--- src/rtl/key_cond_pkg.sv ---
// Shared types and defaults for the push-button conditioner.
package key_cond_pkg;

  typedef enum logic [1:0] {
    S_UP,
    S_DOWN_CHK,
    S_DOWN,
    S_UP_CHK
  } key_state_e;

  localparam int unsigned DEB_CYCLES_DEF = 1000000;
  localparam int unsigned NUM_KEYS_DEF   = 4;

endpackage

--- src/rtl/key_debounce_1ch.sv ---
// One key channel: 2-FF synchroniser, debounce FSM with stable-time counter,
// registered level plus single-cycle press/release pulses.
module key_debounce_1ch
  import key_cond_pkg::*;
#(
  parameter int unsigned DEB_CYCLES = DEB_CYCLES_DEF
) (
  input  logic i_clk,
  input  logic i_rst_n,
  input  logic i_key_n,
  output logic o_pressed,
  output logic o_press_pulse,
  output logic o_release_pulse
);

  localparam int unsigned CNT_W = $clog2(DEB_CYCLES);
  localparam logic [CNT_W-1:0] CNT_MAX = CNT_W'(DEB_CYCLES - 1);

  if (DEB_CYCLES < 2) begin : g_bad_deb
    $error("key_debounce_1ch: DEB_CYCLES must be >= 2");
  end

  logic             sync1_q;
  logic             sync2_q;
  key_state_e       state_q;
  logic [CNT_W-1:0] cnt_q;

  // Sync flops reset to 1 so a released key is seen as released out of reset.
  always_ff @(posedge i_clk or negedge i_rst_n) begin
    if (!i_rst_n) begin
      sync1_q <= 1'b1;
      sync2_q <= 1'b1;
    end else begin
      sync1_q <= i_key_n;
      sync2_q <= sync1_q;
    end
  end

  always_ff @(posedge i_clk or negedge i_rst_n) begin
    if (!i_rst_n) begin
      state_q         <= S_UP;
      cnt_q           <= '0;
      o_pressed       <= 1'b0;
      o_press_pulse   <= 1'b0;
      o_release_pulse <= 1'b0;
    end else begin
      o_press_pulse   <= 1'b0;
      o_release_pulse <= 1'b0;
      unique case (state_q)
        S_UP: begin
          if (!sync2_q) begin
            state_q <= S_DOWN_CHK;
            cnt_q   <= CNT_W'(1);
          end else begin
            cnt_q <= '0;
          end
        end
        S_DOWN_CHK: begin
          if (sync2_q) begin
            state_q <= S_UP;
            cnt_q   <= '0;
          end else if (cnt_q == CNT_MAX) begin
            state_q       <= S_DOWN;
            cnt_q         <= '0;
            o_pressed     <= 1'b1;
            o_press_pulse <= 1'b1;
          end else begin
            cnt_q <= cnt_q + CNT_W'(1);
          end
        end
        S_DOWN: begin
          if (sync2_q) begin
            state_q <= S_UP_CHK;
            cnt_q   <= CNT_W'(1);
          end
        end
        S_UP_CHK: begin
          // A pressed sample here is a release bounce; level never dropped.
          if (!sync2_q) begin
            state_q <= S_DOWN;
            cnt_q   <= '0;
          end else if (cnt_q == CNT_MAX) begin
            state_q         <= S_UP;
            cnt_q           <= '0;
            o_pressed       <= 1'b0;
            o_release_pulse <= 1'b1;
          end else begin
            cnt_q <= cnt_q + CNT_W'(1);
          end
        end
        default: begin
          state_q <= S_UP;
          cnt_q   <= '0;
        end
      endcase
    end
  end

endmodule

--- src/rtl/key_conditioner.sv ---
// Conditions NUM_KEYS active-low bouncy push-buttons into clean levels and
// single-cycle press/release pulses; channels are fully independent.
module key_conditioner
  import key_cond_pkg::*;
#(
  parameter int unsigned NUM_KEYS   = NUM_KEYS_DEF,
  parameter int unsigned DEB_CYCLES = DEB_CYCLES_DEF
) (
  input  logic                i_clk,
  input  logic                i_rst_n,
  input  logic [NUM_KEYS-1:0] i_key_n,
  output logic [NUM_KEYS-1:0] o_pressed,
  output logic [NUM_KEYS-1:0] o_press_pulse,
  output logic [NUM_KEYS-1:0] o_release_pulse
);

  if (NUM_KEYS < 1) begin : g_bad_num
    $error("key_conditioner: NUM_KEYS must be >= 1");
  end

  for (genvar k = 0; k < int'(NUM_KEYS); k++) begin : g_ch
    key_debounce_1ch #(
      .DEB_CYCLES(DEB_CYCLES)
    ) u_ch (
      .i_clk          (i_clk),
      .i_rst_n        (i_rst_n),
      .i_key_n        (i_key_n[k]),
      .o_pressed      (o_pressed[k]),
      .o_press_pulse  (o_press_pulse[k]),
      .o_release_pulse(o_release_pulse[k])
    );
  end

endmodule

--- config.mk ---
export PLATFORM = sky130hd
export DESIGN_NAME = key_conditioner
export DESIGN_NICKNAME = d
export VERILOG_FILES = /design/src/rtl/key_cond_pkg.sv /design/src/rtl/key_debounce_1ch.sv /design/src/rtl/key_conditioner.sv
export SDC_FILE = /design/constraint.sdc
export NUM_CORES = 1
export LEC_CHECK = 0
export ABC_AREA = 1
export CORE_UTILIZATION = 43
export DETAILED_ROUTE_END_ITERATION = 10
export PLACE_DENSITY_LB_ADDON = 0.05
export RECOVER_POWER = 25
export SKIP_LAST_GASP = 1
export SLEW_MARGIN = 25
export SYNTH_ARGS = -nofsm -noshare
export SYNTH_HDL_FRONTEND = slang
export SYNTH_HIERARCHICAL = 1
export SYNTH_SLANG_ARGS = --single-unit
--- constraint.sdc ---
create_clock -name i_clk -period 2.5 [get_ports i_clk]
set_input_delay 0.375 -clock i_clk [delete_from_list [all_inputs] [get_ports i_clk]]
set_output_delay 0.375 -clock i_clk [all_outputs]
set_load 0.1 [all_outputs]
### Word level (Yosys, flattened, before mapping)

Index checks and enable logic that the tools add are counted.

| cells by class | value |
|---|---|
| muxes and demuxes | 92 |
| eq/ne operators | 48 |
| reductions and logical operators | 16 |
| add/subtract/negate cells | 4 |

Operators by type and width:

| operator | count |
|---|---|
| $mux 20 | 16 |
| $pmux 20 s4 | 4 |
| $add 20x1->20 const B | 4 |
| $eq 20x20->1 const B | 4 |
| $mux 2 | 24 |
| $mux 1 | 40 |
| $ne 2x1->1 const B | 16 |
| $pmux 2 s4 | 4 |
| $reduce_and 5->1 | 4 |
| $eq 2x2->1 const B | 8 |
| $ne 2x2->1 const B | 8 |
| $reduce_and 4->1 | 4 |
| $ne 3x1->1 const B | 4 |
| $ne 3x3->1 const B | 4 |
| $eq 2x1->1 const B | 4 |
| $logic_not 2->1 | 4 |
| $pmux 1 s2 | 4 |
| $reduce_bool 2->1 | 4 |

| word-level totals | value |
|---|---|
| output and inout port bits | 12 |
| input bits | 6 |
| word-level logic and storage cells | 188 |
| register bits after elaboration | 108 |

### Depth between registers and ports, before layout

| logic depth | value |
|---|---|
| depth in word-level cells | 4 |
| depth in mapped cells | 10 |

### By module

Netlist, hierarchy kept.

By module, submodules not included:

| module | seq. area each (um2) | area each (um2) | times used | cells each |
|---|---|---|---|---|
| key_debounce_1ch (g_ch[0].u_ch ...) | 678.2 | 1539.0 | 3 | 197 |
| key_debounce_1ch (g_ch[3].u_ch) | 678.2 | 1448.9 | 1 | 192 |

### Worst setup path after synthesis

No wires, ideal clock.

| timing path | value |
|---|---|
| path type | register to register |
| from | register g_ch[3].u_ch.cnt_q[0] |
| to | register g_ch[3].u_ch.cnt_q[16] |
| setup time | 117 ps |
| stages on the path, launching flop included | 10 |
| arrival time | 1339 ps |
| path slack | 1044 ps |
| path through | dfrtp_1 ha_1 nand2_2 nor2_4 nand2_2 nor2_4 nand2_2 or2_0 nor2_1 nor2_1 |

| between the ends | value |
|---|---|
| cells in the longest elaborated chain, start to end | 4 |
| elaborated cells on any way between the ends | 6 |

Ends and longest elaborated chain:

| element | line | source |
|---|---|---|
| start: declaration | key_debounce_1ch.sv:26 | `logic [CNT_W-1:0] cnt_q;` |
| start signal: assignment | key_debounce_1ch.sv:68 | `cnt_q <= cnt_q + CNT_W'(1);` |
| start signal: assignment | key_debounce_1ch.sv:88 | `cnt_q <= cnt_q + CNT_W'(1);` |
| $add 20x1->20 / $eq 20x20->1 (equally long branches) | - |  |
| $mux 20 * | key_debounce_1ch.sv:62, key_debounce_1ch.sv:82 |  |
| $mux 20 (on tied branches) | key_debounce_1ch.sv:79, key_debounce_1ch.sv:59 |  |
| $pmux 20 s4 * | key_debounce_1ch.sv:49 | `unique case (state_q)` |

Mark *: on every way between the ends. The rest lies on a longest branch, timed or not.
A chain may end at the register's enable or synchronous reset.

### Final worst setup path

| timing path | value |
|---|---|
| from | register g_ch[3].u_ch.cnt_q[0] |
| to | register g_ch[3].u_ch.cnt_q[19] |

Same word-level chain as after synthesis.

==> results.ini <==
[power_and_ir_drop]
p_int_uw = 2495
power.density_nw_per_um2 = 494.8
p_sw_uw = 808.2
switching_share_pct = 24.47
p_leak_uw = 0.002789
total_power_uw = 3303
clkPwrFrac_pct = 41.9
ir_worst_vdd_mv = 0.5221
p_seq_share_pct = 54.1
power_frac_comb_pct = 4.0

[worst_setup_path]
worstPathArrival_ns = 1.98
slowest_stage = dfrtp_1
rr_endpoint = g_ch[3].u_ch/cnt_q[19]
cp_top_family = simple AND/OR/NAND/NOR gates
r2r-start = g_ch[3].u_ch/cnt_q[0]
path_buf_inv = 1
startpoint = g_ch[3].u_ch/cnt_q[0]
crit_required_ns = 2.74
cp_max_fo = 9
start_kind = flip-flop
critPathKind = reg -> reg
critPathCaptureType = flip-flop
crit_chain = ha_1 -> nand4_1 -> nor2_1 -> nand3_1 -> nand2_1 -> nand2_2 -> inv_2 -> nor2_1
slowest_delay_ns = 0.42
cpMostUsedCell = nor2_1
rr_worst_depth = 8
r2r_slack_ns = 0.77

[routing]
vias_per_cell = 4.978
dr.pass1.iters = 5
vias = 4938
drtAntennaViolNets = 0
drt-total-wl_mm = 12.77
drc = 0
drtIter0Drc = 299
wl_per_cell_um = 12.87

[placed_design]
postPlaceCellArea_um2 = 6380
hpwl_mm = 9.450
io_buffers = 17
place_congestion = 0.8489
dp_cells = 975

[logic_synthesis]
yosysUniqueCellTypes = 33
yosys_warnings = 6
syn_inst = 783
ys_seq_area_share_pct = 44.72
ys_seq_elements = 108
synth_top_area_share_pct = 41.25
synth_top_area_cell = dfrtp_1
synthesis.area_um2 = 6066
avgSynthCellArea_um2 = 7.747
syn_nets = 793
synthTopCellsByArea = dfrtp_1, nand2_1, nor2_1

[cts]
htree_levels = 3
tritoncts = built
cts.sinks = 108
root_buffer = clkbuf_16
post_cts_buffers = 0
clk_pin_slew_worst_paths_ns = 0.07
clk_path_buf_depth = 2
clk_latency_ns = 0.35
cts-resized-gates = 0
cts_buffers = 9

[die]
die-area_um2 = 14590
start_util_pct = 43.87
fp-row-count = 43
io_pins = 18
die_width_um = 120.8
die_h_um = 120.8
coreArea_um2 = 13830

[flow_run]
maxCapViolCount = 0

[cells_and_area]
fin_util_pct = 48.29
fin_area_um2 = 6676
layout_common_cells = nand2_1, nor2_1, dfrtp_1
seq_area_um2 = 2713
multi_input_area_um2 = 2853
final.fill_count = 1378
area_growth_pct = 10.07
layout-drive-gt1-share_pct = 14.78
fin_nets = 817
final_cell_count_no_fill = 992
final_common_cell = nand2_1
n_antenna_cell = 0

[timing]
period_minus_slack_ns = 1.734
slew_headroom_pct = 73.78
timing.final.crit_share_pct = 69.36
hold_viol_final = 0
finalSetupTns_ns = 0
rsz0062_at_grt = false
worst_pin_slew_ns = 0.3927
fmax_ghz = 0.5767
report.final.slew_viol_count = 0
setup_viol = 0
skew_ns = 0.004119

[global_routing]
grt_pass1_vias = 4847
grt_pass1_wl_mm = 22.61
grt-ovfl-total = 0
antenna_found_initial = 0
grt_usage_pct = 19.54
grt_max_degree = 56

[hold_path]
holdCritPathClass = reg -> reg
min_to = g_ch[0].u_ch/sync2_q
whs_path_depth = 0
hp-start = g_ch[0].u_ch/sync1_q

[outcome]
status = finished clean

[worst max-delay path by stage]
stage	end	slack, ns	cells past startpoint
2_1_floorplan	g_ch[3].u_ch/cnt_q[16]	1.04	9
3_3_place_gp	g_ch[3].u_ch/cnt_q[17]	0.79	8
3_5_place_dp	g_ch[3].u_ch/cnt_q[10]	0.77	8
4_1_cts	g_ch[3].u_ch/cnt_q[10]	0.74	8
5_1_grt	g_ch[3].u_ch/cnt_q[6]	0.56	8
6_report	g_ch[3].u_ch/cnt_q[19]	0.77	8
[cells in the mapped netlist]
cell,number
nor2_1,128
nand4_1,20
nand3b_4,3
nor3_1,18
dfstp_2,8
a21oi_2,3
nor3b_1,1
clkinv_4,3
or2_0,1
o21ai_0,23
o21ai_1,9
nand2_2,17
o31ai_1,3
nor2_2,15
nand3_1,51
nand2_1,171
nor2_4,11
xor2_1,14
nor3_2,9
inv_2,10
a21oi_1,33
dfrtp_1,100
ha_1,4
and3_1,4
nand3b_1,6
nand3_2,7
buf_2,1
xnor2_1,4
buf_6,7
and3b_1,1
nand2_4,3
inv_1,94
o21bai_1,1
[cell type report]
type                            instances  share of cell area [%]
Timing Repair Buffer                   21                   2.736
Clock buffer                            9                   3.373
Inverter                              107                   6.241
Clock inverter                          7                  0.9183
Sequential cell                       108                   40.63
Tap cell                              180                   3.373
Multi-Input combinational cell        560                   42.73
[worst reg2reg max path: stages (launching register included)]
cell and delay [ns]:
dfrtp_1 0.42, ha_1 0.25, nand4_1 0.10, nor2_1 0.09, nand3_1 0.18, nand2_1 0.15, nand2_2 0.14, inv_2 0.20
nor2_1 0.08
[flip-flops by register name, indices dropped and copies added (netlist names), named ones only]
signal,count
g_ch.u_ch/state_q,4
g_ch.u_ch/sync2_q,4
g_ch.u_ch/o_pressed,4
g_ch.u_ch/o_press_pulse,4
g_ch.u_ch/sync1_q,4
g_ch.u_ch/o_release_pulse,4
g_ch.u_ch/cnt_q,80
[stage by stage]
stage	hold WS (ns)	worst slack, ns
3_5_place_dp	0.3091	0.7712
6_report	0.3579	0.7661
5_1_grt	0.3603	0.5636
3_3_place_gp	0.3060	0.7921
4_1_cts	0.3594	0.7448
2_1_floorplan	0.07941	1.044
[power groups by stage]
stage / sequential, uW / combinational [uW] / clock, uW
floorplan: 1820 / 67.6 / 0
global placement: 1820 / 135 / 0
detailed placement: 1820 / 135 / 0
CTS: 1790 / 137 / 1450
global route: 1790 / 154 / 1510
finish: 1790 / 131 / 1390
[routing by layer]
metal	part of all wire, %	GRT usage (%)	up-vias
met5	0	0	-
met4	1.3	5.401	0
met3	3.5	4.717	12
met2	47	32.15	76
met1	48	25.59	2315
li1	-	-	2535
[cell families after synthesis]
group | synth area share (%)
flops | 44.72
fa+ha+maj | 0.8251
buf+inv | 8.251
compound gates | 6.291
xor+xnor | 2.599
simple gates | 37.31
[timing repair]
action / CTS / global route
endpoints found under the setup margin: 0 / 0
endpoints found under the hold margin: 22 / 0
hold buffers: 1 / 0
Power figures use the tool's default switching activity.
